===== config.mk =====
export PLATFORM = sky130hd
export DESIGN_NAME = quad_step_decoder
export DESIGN_NICKNAME = d
export VERILOG_FILES = /design/src/rtl/quad_step_decoder.sv
export SDC_FILE = /design/constraint.sdc
export NUM_CORES = 1
export LEC_CHECK = 0
export BUFFER_PORTS_ARGS = -buffer_cell sky130_fd_sc_hd__buf_2
export CORE_MARGIN = 8
export CORE_UTILIZATION = 48
export CTS_CLUSTER_SIZE = 16
export DETAILED_ROUTE_END_ITERATION = 12
export PLACE_DENSITY = 0.67
export SYNTH_ARGS = -nofsm -noshare
export SYNTH_HDL_FRONTEND = slang
export SYNTH_SLANG_ARGS = --single-unit

===== constraint.sdc =====
create_clock -name clk -period 1.7 [get_ports clk]
set_clock_uncertainty 0.1 [all_clocks]
set_input_delay 0.085 -clock clk [delete_from_list [all_inputs] [get_ports clk]]
set_output_delay 0.085 -clock clk [all_outputs]
set_load 0.03 [all_outputs]

===== src/rtl/quad_step_decoder.sv =====
// Quadrature A/B front end: sync, glitch filter, Gray decode to one-cycle en/dir steps plus sticky err.
// Latency FILT_CYC+3 edges from input change to en; no backpressure, activity faster than FILT_CYC is filtered.
module quad_step_decoder #(
  parameter int FILT_CYC = 4
) (
  input  logic clk,
  input  logic rst,
  input  logic a_in,
  input  logic b_in,
  input  logic err_clr,
  output logic en,
  output logic dir,
  output logic err,
  output logic a_f,
  output logic b_f
);

  typedef enum logic [1:0] {S00 = 2'b00, S01 = 2'b01, S10 = 2'b10, S11 = 2'b11} state_t;

  localparam logic [3:0] FILT_MAX   = 4'(FILT_CYC - 1);
  localparam logic [4:0] PRIME_LAST = 5'(FILT_CYC + 1);

  logic       a_m, b_m, a_s, b_s;
  logic [3:0] a_cnt, b_cnt;
  logic [4:0] prime_cnt;
  logic       primed;
  state_t     state, state_nxt;
  logic [1:0] cur;
  logic       en_nxt, dir_nxt, err_set;

  function automatic state_t up_of(input state_t s);
    case (s)
      S00:     up_of = S10;
      S10:     up_of = S11;
      S11:     up_of = S01;
      default: up_of = S00;
    endcase
  endfunction

  always_ff @(posedge clk or posedge rst) begin
    if (rst) begin
      a_m <= 1'b0;
      b_m <= 1'b0;
      a_s <= 1'b0;
      b_s <= 1'b0;
    end else begin
      a_m <= a_in;
      b_m <= b_in;
      a_s <= a_m;
      b_s <= b_m;
    end
  end

  // Until primed the filters follow the synchronisers so a resting non-00 position is absorbed silently.
  always_ff @(posedge clk or posedge rst) begin
    if (rst) begin
      prime_cnt <= '0;
      primed    <= 1'b0;
    end else if (!primed) begin
      prime_cnt <= prime_cnt + 5'd1;
      if (prime_cnt == PRIME_LAST) primed <= 1'b1;
    end
  end

  always_ff @(posedge clk or posedge rst) begin
    if (rst) begin
      a_f   <= 1'b0;
      a_cnt <= '0;
    end else if (!primed) begin
      a_f   <= a_s;
      a_cnt <= '0;
    end else if (a_s == a_f) begin
      a_cnt <= '0;
    end else if (a_cnt == FILT_MAX) begin
      a_f   <= a_s;
      a_cnt <= '0;
    end else begin
      a_cnt <= a_cnt + 4'd1;
    end
  end

  always_ff @(posedge clk or posedge rst) begin
    if (rst) begin
      b_f   <= 1'b0;
      b_cnt <= '0;
    end else if (!primed) begin
      b_f   <= b_s;
      b_cnt <= '0;
    end else if (b_s == b_f) begin
      b_cnt <= '0;
    end else if (b_cnt == FILT_MAX) begin
      b_f   <= b_s;
      b_cnt <= '0;
    end else begin
      b_cnt <= b_cnt + 4'd1;
    end
  end

  assign cur = {a_f, b_f};

  always_ff @(posedge clk or posedge rst) begin
    if (rst) state <= S00;
    else     state <= state_nxt;
  end

  always_comb begin
    state_nxt = state_t'(cur);
  end

  // Anything that is neither one step forward nor one step back has both bits flipped.
  always_comb begin
    en_nxt  = 1'b0;
    dir_nxt = dir;
    err_set = 1'b0;
    if (primed && (cur != state)) begin
      if (state_t'(cur) == up_of(state)) begin
        en_nxt  = 1'b1;
        dir_nxt = 1'b1;
      end else if (state == up_of(state_t'(cur))) begin
        en_nxt  = 1'b1;
        dir_nxt = 1'b0;
      end else begin
        err_set = 1'b1;
      end
    end
  end

  always_ff @(posedge clk or posedge rst) begin
    if (rst) begin
      en  <= 1'b0;
      dir <= 1'b0;
      err <= 1'b0;
    end else begin
      en  <= en_nxt;
      dir <= dir_nxt;
      if (err_set)      err <= 1'b1;
      else if (err_clr) err <= 1'b0;
    end
  end

endmodule


==> summary.md, run 1 <==
| Metric | Value |
|---|---|
| CTS tree | `yes` |
| Vias/cell | `4.96` |
| Die ar. | `3840 um2` |
| Largest family of logic cells by synthesized area | `XOR/XNOR gates` |
| DR iter-0 viols | `10` |
| Ports | `10` |
| CP required | `1.81 ns` |
| Via count | `615` |
| Inst Count DP | `116` |
| Post-CTS setup buffers | `0` |
| Antenna Nets Post-Route | `0` |
| Global-route wire length before repair | `2.70 mm` |
| Core Box Area | `1980 um2` |
| Final min period | `1.37 ns` |
| Die Span X | `62.0 um` |
| Area grow syn2layout | `15.0%` |
| Status | `finished clean` |
| Port buffer count | `9` |
| Yosys top cell area share | `61.6%` |
| Initial core utilization | `51.3%` |
| Fin nets | `107` |
| Clock Latency Late Sink | `0.31 ns` |
| Pwr/cell area | `1470 nW/um2` |
| GR Overflow Total | `0` |
| CTS Buffer Depth | `2` |
| RSZ-0062 raised after global routing | `false` |
| Max Fclk | `729 MHz` |
| Worst vdd ir | `1.22 mV` |
| Post-DP HPWL | `1.09 mm` |
| Register area share after synthesis | `61.6%` |
| Kind of critical path | `reg2reg` |
| Fin area | `1170 um2` |
| Final slew viol count | `0` |
| Share of cells above drive strength 1 | `20.6%` |
| Sink Count | `25` |
| Diode count | `0` |
| Adder-cell share of the synthesized area | `4.93%` |
| Synth warn | `0` |
| H-tree levels | `1` |
| Yosys cell types | `22` |
| Final Hold Vio Count | `0` |
| Final Power | `1720 uW` |
| Synth Net Count | `88` |
| Max FO, Critical Path | `4` |
| Util after Layout | `59.0%` |
| DRC | `0` |
| Drt first pass iters | `3` |
| Clock root cell | `clkbuf_4` |
| Avg Inst Size Synth | `12.9 um2` |
| Slew HR | `79.3%` |
| Post-Synth XOR/XNOR Area | `11.2%` |
| Antenna violations before repair | `0` |
| Biggest area consumer among synthesized cells | `dfrtp_1` |
| Die height | `62.0 um` |
| Site row count | `16` |
| Post-synthesis compound-gate area fraction | `7.88%` |
| GRT Overall Usage | `9.90%` |
| Synth area leaders | `dfrtp_1, xnor2_1, ha_1` |
| Final setup viols | `0` |
| Worst Max-Slew Pin Slew | `0.310 ns` |
| LEAKAGE | `0.000531 uW` |
| Largest net degree at the start of global routing | `26` |
| Post-synthesis mux area share | `3.20%` |
| Yosys reg bits | `25` |
| Setup_tns | `0 ns` |
| Critical Path End Type | `register` |
| WL per Instance | `12.5 um` |
| Final std cells w/o fill | `124` |
| Mapped Area | `1020 um2` |
| Hold/Removal Path Class | `in2async` |
| Placer Congestion | `0.751` |
| CP Data Arrival Time | `1.48 ns` |
| Max-Cap Viols | `0` |
| Vias in the first global route | `614` |
| Mapped Cells | `79` |
| Simple-Gate Fraction of Synth Area | `9.73%` |
| Clk pin slew, worst setup/hold paths | `0.12 ns` |
| Placed inst area | `1100 um2` |
| Critical Path Source Type | `register` |
| Total length of routed wires | `1.55 mm` |
| Total CTS buffers | `3` |
| Period utilization | `80.6%` |
[worst max-delay path, stage by stage (launching register included)]
cell and delay (ns):
dfrtp_1 0.43, ha_1 0.25, a21oi_1 0.16, mux2_1 0.34
[flip-flops by register name (all words and copies together), names as in the netlist]
register and flops:
a_f 1, b_m 1, state 2, b_cnt 4, en 1, dir 1
a_cnt 4, b_s 1, a_s 1, err 1, prime_cnt 5, b_f 1
a_m 1, primed 1
[synthesized netlist by cell type, drive strengths merged]
cell type / count
o32ai: 1
inv: 4
nand3: 2
nor2: 5
o31ai: 1
a211oi: 2
nand4: 2
o21ai: 1
and3: 2
xnor2: 9
ha: 4
a21oi: 6
xor2: 4
nand2: 4
nand3b: 2
dfrtp: 25
mux2: 2
mux2i: 1
nand2b: 2
[timing repair]
| action | 4_1_cts | 5_1_grt |
|---|---|---|
| resized for setup | 0 | 0 |
| hold buffers | 4 | 0 |
| setup endpoints to repair | 0 | 0 |
| endpoints found under the hold margin | 28 | 0 |
[worst paths after layout]
check,start,endpoint,slack [ns],cells after the start
setup / recovery,a_cnt[0],a_f,0.33,3
hold / removal,rst,prime_cnt[3],0.24,4
setup reg to reg,a_cnt[0],a_f,0.33,3
hold reg to reg,b_m,b_s,0.27,0
max in group asynchronous,rst,b_cnt[3],1.02,4
min in group clk,b_m,b_s,0.27,0
[report_power, final]
group          total, uW  switching (uW)  internal, uW
clock                253             161          91.8
sequential           845             115           730
combinational        619             344           276
total               1720             620          1100
[metal layers]
layer  routed length [um]  global-route usage, %
met2                  760                   16.7
met5                    0                      0
met1                  708                   10.7
met3                   65                   4.32
met4                   16                   3.90
[cells by family after synthesis]
group / Yosys count
DFF: 25
and+or+nand+nor: 19
xor gates and xnor gates: 13
AOI/OAI and AO/OA: 11
buffers and inverters: 4
adders and majority gates: 4
muxes: 3
[layout by cell type, fill, tap and decap left out]
master and n:
a21oi_1 5, o32ai_1 1, xnor2_1 9, a211oi_2 2
dlygate4sd3_1 4, nand3_1 2, clkbuf_1 1, mux2_2 1
inv_1 3, o21ai_0 1, inv_2 1, mux2_1 1
mux2i_1 1, nand3b_1 2, xor2_1 4, o31ai_1 1
buf_2 9, a21oi_2 1, nor2_1 5, nand4_1 2
clkbuf_4 3, and3_2 2, nand2_1 4, dfrtp_1 25
buf_4 1, nand2b_1 2, ha_1 4
[through the flow]
stage	hold WS [ns]	setup slack, ns
6_report	0.241	0.329
5_1_grt	0.276	0.292
4_1_cts	0.238	0.325
3_5_place_dp	0.0480	0.343
3_3_place_gp	0.0413	0.365
2_1_floorplan	0.0123	0.400
[cell type report]
cell class	count	area, um2
clock buffers	4	26.3
fillers	154	813
inverters	4	15.0
multi-input cells	50	375
flip-flops and latches	25	626
well taps	27	33.8
repair buffers	14	92.6
(Power assumes the default switching activity.)
==> run 2: changes to the inputs <==
==> constraint.sdc (replaced) <==
create_clock -name clk -period 1.4 [get_ports clk]
set_clock_uncertainty 0.1 [all_clocks]
set_input_delay 0.07 -clock clk [delete_from_list [all_inputs] [get_ports clk]]
set_output_delay 0.07 -clock clk [all_outputs]
set_load 0.03 [all_outputs]
==> run 2 against run 1 <==
Effect of this change:
- utilization increased by 1.5 points
- cell count increased by 2.4%
- hold slack got worse by 0.018 ns
==> summary.md, run 2 (same netlist as run 1, synthesis figures left out) <==
| Metric | Value |
|---|---|
| Reg2reg end | `a_f (unchanged)` |
| WL per Instance | `12.8 um (was 12.5 um)` |
| Clock Latency Late Sink | `0.31 ns (about the same)` |
| R2r worst-path depth | `3 (unchanged)` |
| Setup_tns | `0 ns (unchanged)` |
| Inst Count DP | `118 (was 116)` |
| Antenna Nets Post-Route | `0 (unchanged)` |
| Period utilization | `95.8% (was 80.6%)` |
| Core Box Area | `1980 um2 (unchanged)` |
| Worst vdd ir | `0.939 mV (was 1.22 mV)` |
| Critical Path Source Type | `register (unchanged)` |
| Register area | `626 um2 (unchanged)` |
| Critical Path Max Stage Delay | `0.43 ns (about the same)` |
| Placer Congestion | `0.707 (was 0.751)` |
| CP Cell Sequence | `ha_1, a21oi_1, mux2_1 (unchanged)` |
| Most frequent cells in the layout | `dfrtp_1, xnor2_1, buf_2, a21oi_1, nor2_1 (unchanged)` |
| Util after Layout | `60.4% (was 59.0%)` |
| Status | `finished clean (unchanged)` |
| Kind of critical path | `reg2reg (unchanged)` |
| Initial core utilization | `51.3% (unchanged)` |
| Final min period | `1.34 ns (was 1.37 ns)` |
| Clock root cell | `clkbuf_4 (unchanged)` |
| Share of cells above drive strength 1 | `25.0% (was 20.6%)` |
| Vias/cell | `4.98 (was 4.96)` |
| Crit-path slowest cell | `dfrtp_1 (unchanged)` |
| Max FFs per register | `5 (unchanged)` |
| GR Overflow Total | `0 (unchanged)` |
| Post-route worst setup slack | `0.0594 ns (was 0.329 ns)` |
| Area grow syn2layout | `17.9% (was 15.0%)` |
| Largest net degree at the start of global routing | `26 (unchanged)` |
| Critical Path End Type | `register (unchanged)` |
| Drt first pass iters | `4 (was 3)` |
| Max Fclk | `746 MHz (was 729 MHz)` |
| Setup slack on the worst flop-to-flop path | `0.06 ns (was 0.33 ns)` |
| Net Sw Frac | `36.8% (was 36.1%)` |
| Multi-input logic area | `378 um2 (was 375 um2)` |
| Diode count | `0 (unchanged)` |
| Antenna violations before repair | `0 (unchanged)` |
| CTS Buffer Depth | `2 (unchanged)` |
| Total length of routed wires | `1.63 mm (was 1.55 mm)` |
| RR Startpoint | `a_cnt[0] (unchanged)` |
| DR iter-0 viols | `10 (unchanged)` |
| Max FO, Critical Path | `3 (was 4)` |
| Global-route wire length before repair | `2.87 mm (was 2.70 mm)` |
| Max-Cap Viols | `0 (unchanged)` |
| Pwr/cell area | `1780 nW/um2 (was 1470 nW/um2)` |
| P_int | `1350 uW (was 1100 uW)` |
| Final slew viol count | `0 (unchanged)` |
| CP Data Arrival Time | `1.45 ns (was 1.48 ns)` |
| Place WS | `0.0603 ns (was 0.343 ns)` |
| Fin nets | `110 (was 107)` |
| CTS tree | `yes (unchanged)` |
| Logic gate share of total power | `36.5% (was 36.1%)` |
| Final std cells w/o fill | `127 (was 124)` |
| Total CTS buffers | `3 (unchanged)` |
| Die Span X | `62.0 um (unchanged)` |
| Worst path top cell family by delay | `flip-flops (unchanged)` |
| Ports | `10 (unchanged)` |
| Sink Count | `25 (unchanged)` |
| Port buffer count | `9 (unchanged)` |
| DRC | `0 (unchanged)` |
| Final setup viols | `0 (unchanged)` |
| Die ar. | `3840 um2 (unchanged)` |
| Vias in the first global route | `659 (was 614)` |
| Via count | `633 (was 615)` |
| CP Buf/Inv Count | `0 (unchanged)` |
| Die height | `62.0 um (unchanged)` |
| Clk pin slew, worst setup/hold paths | `0.14 ns (was 0.12 ns)` |
| Final Hold Vio Count | `0 (unchanged)` |
| Biggest regs | `prime_cnt (5), a_cnt (4), b_cnt (4) (unchanged)` |
| CP required | `1.51 ns (was 1.81 ns)` |
| Clock power share | `15.2% (was 14.7%)` |
| Hold/Removal Path Class | `in2async (unchanged)` |
| Worst Max-Slew Pin Slew | `0.314 ns (was 0.310 ns)` |
| Most common cell after layout, fill and taps aside | `dfrtp_1 (unchanged)` |
| Hold slack | `0.224 ns (was 0.241 ns)` |
| Site row count | `16 (unchanged)` |
| Post-DP HPWL | `1.18 mm (was 1.09 mm)` |
| LEAKAGE | `0.000543 uW (was 0.000531 uW)` |
| Largest Register | `prime_cnt (unchanged)` |
| RSZ-0062 raised after global routing | `false (unchanged)` |
| GRT Overall Usage | `10.3% (was 9.90%)` |
| Slew HR | `79.0% (was 79.3%)` |
| Fill count | `170 (was 154)` |
| NetSw | `785 uW (was 620 uW)` |
| H-tree levels | `1 (unchanged)` |
| Sequential cell fraction of total power | `48.4% (was 49.2%)` |
-- run 2: cell types whose count changed in the layout (fill, tap and decap cells not counted) --
cell	previous run	this run
ha_1	4	3
buf_4	1	4
clkbuf_1	1	0
clkinvlp_4	0	1
ha_2	0	1
-- run 2: worst max-delay path by stage --
stage | cells after the start | end | start
detailed placement | 3 | a_f | a_cnt[0]
global placement | 3 | b_f | b_cnt[0]
finish | 3 | a_f | a_cnt[0]
floorplan | 3 | a_f | a_cnt[0]
global route | 3 | a_f | a_cnt[0]
CTS | 3 | b_f | b_cnt[0]
-- run 2: worst reg2reg max path, stage by stage (launching register included) --
cell and delay [ns]:
dfrtp_1 0.43, ha_1 0.22, a21oi_1 0.15, mux2_1 0.35
-- run 2: cell type report --
cell class                      count  area share [%]
Timing Repair Buffer               17            9.61
Clock buffer                        3            1.88
Sequential cell                    25            52.2
Inverter                            4            1.25
Tap cell                           27            2.82
Multi-Input combinational cell     50            31.6
Clock inverter                      1           0.627
-- run 2: per-layer routing --
metal	track usage [%]	vias up	wire, um
met2	16.7	5	814
met4	5.84	0	10
met1	11.7	318	742
met3	3.50	2	62
li1	-	308	-
met5	0	-	0
-- run 2: power by group through the flow --
stage | Sequential [uW] | Clock (uW) | Combinational [uW]
3_3_place_gp | 1030 | 0 | 733
6_report | 1030 | 324 | 778
4_1_cts | 1040 | 341 | 769
2_1_floorplan | 1170 | 0 | 436
3_5_place_dp | 1050 | 0 | 760
5_1_grt | 1060 | 366 | 868
-- run 2: timing repair --
item / 4_1_cts / 5_1_grt
endpoints found under the setup margin: 0 / 2
buffers inserted: 0 / 1
hold buffers: 4 / 0
hold endpoints to repair: 28 / 0
gates resized for setup: 0 / 1
-- run 2: through the flow --
stage	power (uW)	cell area, um2
floorplan	1610	1020
global placement	1770	1120
detailed placement	1810	1120
CTS	2150	1190
global route	2290	1200
finish	2130	1200
==> run 3: changes to the inputs <==
--- a/config.mk
+++ b/config.mk
@@ -6,11 +6,12 @@
 export NUM_CORES = 1
 export LEC_CHECK = 0
 export BUFFER_PORTS_ARGS = -buffer_cell sky130_fd_sc_hd__buf_2
+export CAP_MARGIN = 40
 export CORE_MARGIN = 8
-export CORE_UTILIZATION = 48
+export CORE_UTILIZATION = 55
 export CTS_CLUSTER_SIZE = 16
 export DETAILED_ROUTE_END_ITERATION = 12
-export PLACE_DENSITY = 0.67
+export PLACE_DENSITY = 0.75
 export SYNTH_ARGS = -nofsm -noshare
 export SYNTH_HDL_FRONTEND = slang
 export SYNTH_SLANG_ARGS = --single-unit
==> run 3 against run 2 <==
Effect of this change:
- count of clock-buffer cells in the layout up 1
- first-iteration DRC count down 60%
- power about the same
- sequential share of layout area up 0.11 points
- largest cell class unchanged
==> summary.md, run 3 (same netlist as run 1, synthesis figures left out) <==
| Metric | Value |
|---|---|
| Period utilization | `93.6% (was 95.8%)` |
| Largest Register | `prime_cnt (unchanged)` |
| Die height | `59.0 um (was 62.0 um)` |
| Initial core utilization | `58.8% (was 51.3%)` |
| LEAKAGE | `0.000545 uW (was 0.000543 uW)` |
| Slew HR | `79.8% (was 79.0%)` |
| Final setup viols | `0 (unchanged)` |
| Kind of critical path | `reg2reg (unchanged)` |
| Post-DP HPWL | `1.28 mm (was 1.18 mm)` |
| Core Box Area | `1730 um2 (was 1980 um2)` |
| Pwr/cell area | `1780 nW/um2 (about the same)` |
| CP required | `1.51 ns (about the same)` |
| Setup slack on the worst flop-to-flop path | `0.09 ns (was 0.06 ns)` |
| Setup_tns | `0 ns (unchanged)` |
| R2r worst-path depth | `3 (unchanged)` |
| H-tree levels | `1 (unchanged)` |
| Most common cell after layout, fill and taps aside | `dfrtp_1 (unchanged)` |
| Final Hold Vio Count | `0 (unchanged)` |
| Antenna Nets Post-Route | `0 (unchanged)` |
| Register area | `626 um2 (unchanged)` |
| Reg2reg end | `a_f (unchanged)` |
| CP Data Arrival Time | `1.42 ns (was 1.45 ns)` |
| DR iter-0 viols | `4 (was 10)` |
| Placed inst area | `1110 um2 (was 1120 um2)` |
| Final slew viol count | `0 (unchanged)` |
| Final min period | `1.31 ns (was 1.34 ns)` |
| Hold slack | `0.229 ns (was 0.224 ns)` |
| Via count | `646 (was 633)` |
| Diode count | `0 (unchanged)` |
| Multi-input logic area | `382 um2 (was 378 um2)` |
| Fin nets | `110 (unchanged)` |
| Vias in the first global route | `732 (was 659)` |
| GR Overflow Total | `0 (unchanged)` |
| Share of cells above drive strength 1 | `25.0% (unchanged)` |
| Antenna violations before repair | `0 (unchanged)` |
| Worst Max-Slew Pin Slew | `0.304 ns (was 0.314 ns)` |
| Hold/Removal Path Class | `in2async (unchanged)` |
| Total length of routed wires | `1.72 mm (was 1.63 mm)` |
| RR Startpoint | `a_cnt[0] (unchanged)` |
| Clk pin slew, worst setup/hold paths | `0.12 ns (was 0.14 ns)` |
| Critical Path End Type | `register (unchanged)` |
| Vias/cell | `5.17 (was 4.98)` |
| Max Fclk | `763 MHz (was 746 MHz)` |
| Placer Congestion | `0.734 (was 0.707)` |
| RSZ-0062 raised after global routing | `false (unchanged)` |
| Ports | `10 (unchanged)` |
| Most frequent cells in the layout | `dfrtp_1, xnor2_1, buf_2, nor2_1 (was dfrtp_1, xnor2_1, buf_2, a21oi_1, nor2_1)` |
| Critical Path Source Type | `register (unchanged)` |
| Site row count | `15 (was 16)` |
| Sink Count | `25 (unchanged)` |
| DRC | `0 (unchanged)` |
| Max FO, Critical Path | `3 (unchanged)` |
| Global-route wire length before repair | `3.08 mm (was 2.87 mm)` |
| CTS tree | `yes (unchanged)` |
| Max-Cap Viols | `0 (unchanged)` |
| Port buffer count | `9 (unchanged)` |
| GRT Overall Usage | `11.8% (was 10.3%)` |
| CTS Buffer Depth | `2 (unchanged)` |
| Area grow syn2layout | `17.6% (was 17.9%)` |
| WL per Instance | `13.7 um (was 12.8 um)` |
| Largest net degree at the start of global routing | `26 (unchanged)` |
| Status | `finished clean (unchanged)` |
| Clock root cell | `clkbuf_4 (unchanged)` |
| Die ar. | `3480 um2 (was 3840 um2)` |
| Biggest regs | `prime_cnt (5), a_cnt (4), b_cnt (4) (unchanged)` |
| Worst vdd ir | `0.764 mV (was 0.939 mV)` |
| Clock Latency Late Sink | `0.31 ns (about the same)` |
| Total CTS buffers | `3 (unchanged)` |
| Final std cells w/o fill | `125 (was 127)` |
| Fill count | `134 (was 170)` |
| Max FFs per register | `5 (unchanged)` |
| Place WS | `0.0529 ns (was 0.0603 ns)` |
| Fin area | `1190 um2 (was 1200 um2)` |
| Die Span X | `59.0 um (was 62.0 um)` |
| Post-route worst setup slack | `0.0895 ns (was 0.0594 ns)` |
| Drt first pass iters | `2 (was 4)` |
| Inst Count DP | `116 (was 118)` |
[run 3: cell count changes in the layout (fill, tap and decap cells not counted)]
cell	before	now
clkbuf_1	0	1
a21oi_2	1	2
a21oi_1	5	4
clkinvlp_4	1	0
[run 3: routing by layer]
| metal | up-vias | global-route usage, % | part of all wire, % |
|---|---|---|---|
| met1 | 323 | 12.8 | 45 |
| met3 | 5 | 3.25 | 2.7 |
| met5 | - | 0 | 0 |
| met2 | 9 | 19.5 | 50 |
| met4 | 0 | 8.19 | 3.2 |
| li1 | 309 | - | - |
[run 3: worst max-delay path by stage]
stage,start,to,cells past startpoint
2_1_floorplan,a_cnt[0],a_f,3
3_3_place_gp,b_cnt[0],b_f,3
3_5_place_dp,b_cnt[0],b_f,3
4_1_cts,b_cnt[0],b_f,3
5_1_grt,a_cnt[0],a_f,3
6_report,a_cnt[0],a_f,3
[run 3: power breakdown]
| part | total, uW | internal [uW] | leakage, uW | switching [uW] |
|---|---|---|---|---|
| registers | 1030 | 886 | 0.000305 | 142 |
| logic | 792 | 358 | 0.000225 | 434 |
| clock network | 311 | 112 | 0.0000150 | 200 |
[run 3: final cells by class]
cell class | count | share of cell area (%)
Clock buffer | 4 | 2.20
Inverter | 4 | 1.26
Timing Repair Buffer | 17 | 9.63
Multi-Input combinational cell | 50 | 31.9
Sequential cell | 25 | 52.4
Tap cell | 25 | 2.62
[run 3: stage by stage]
stage               power, uW  util, %
floorplan                1610        -
global placement         1770     64.6
detailed placement       1820     64.6
CTS                      2140     68.4
global route             2270     69.2
finish                   2130     69.2
[run 3: critical path, stage by stage (launching register included)]
cell     delay (ns)
dfrtp_1        0.42
ha_1           0.24
a21oi_2        0.13
mux2_1         0.33
[run 3: repair_timing]
action	4_1_cts	5_1_grt
setup endpoints to repair	0	2
resized for setup	0	2
hold buffers	4	0
endpoints found under the hold margin	28	0
setup buffers	0	1
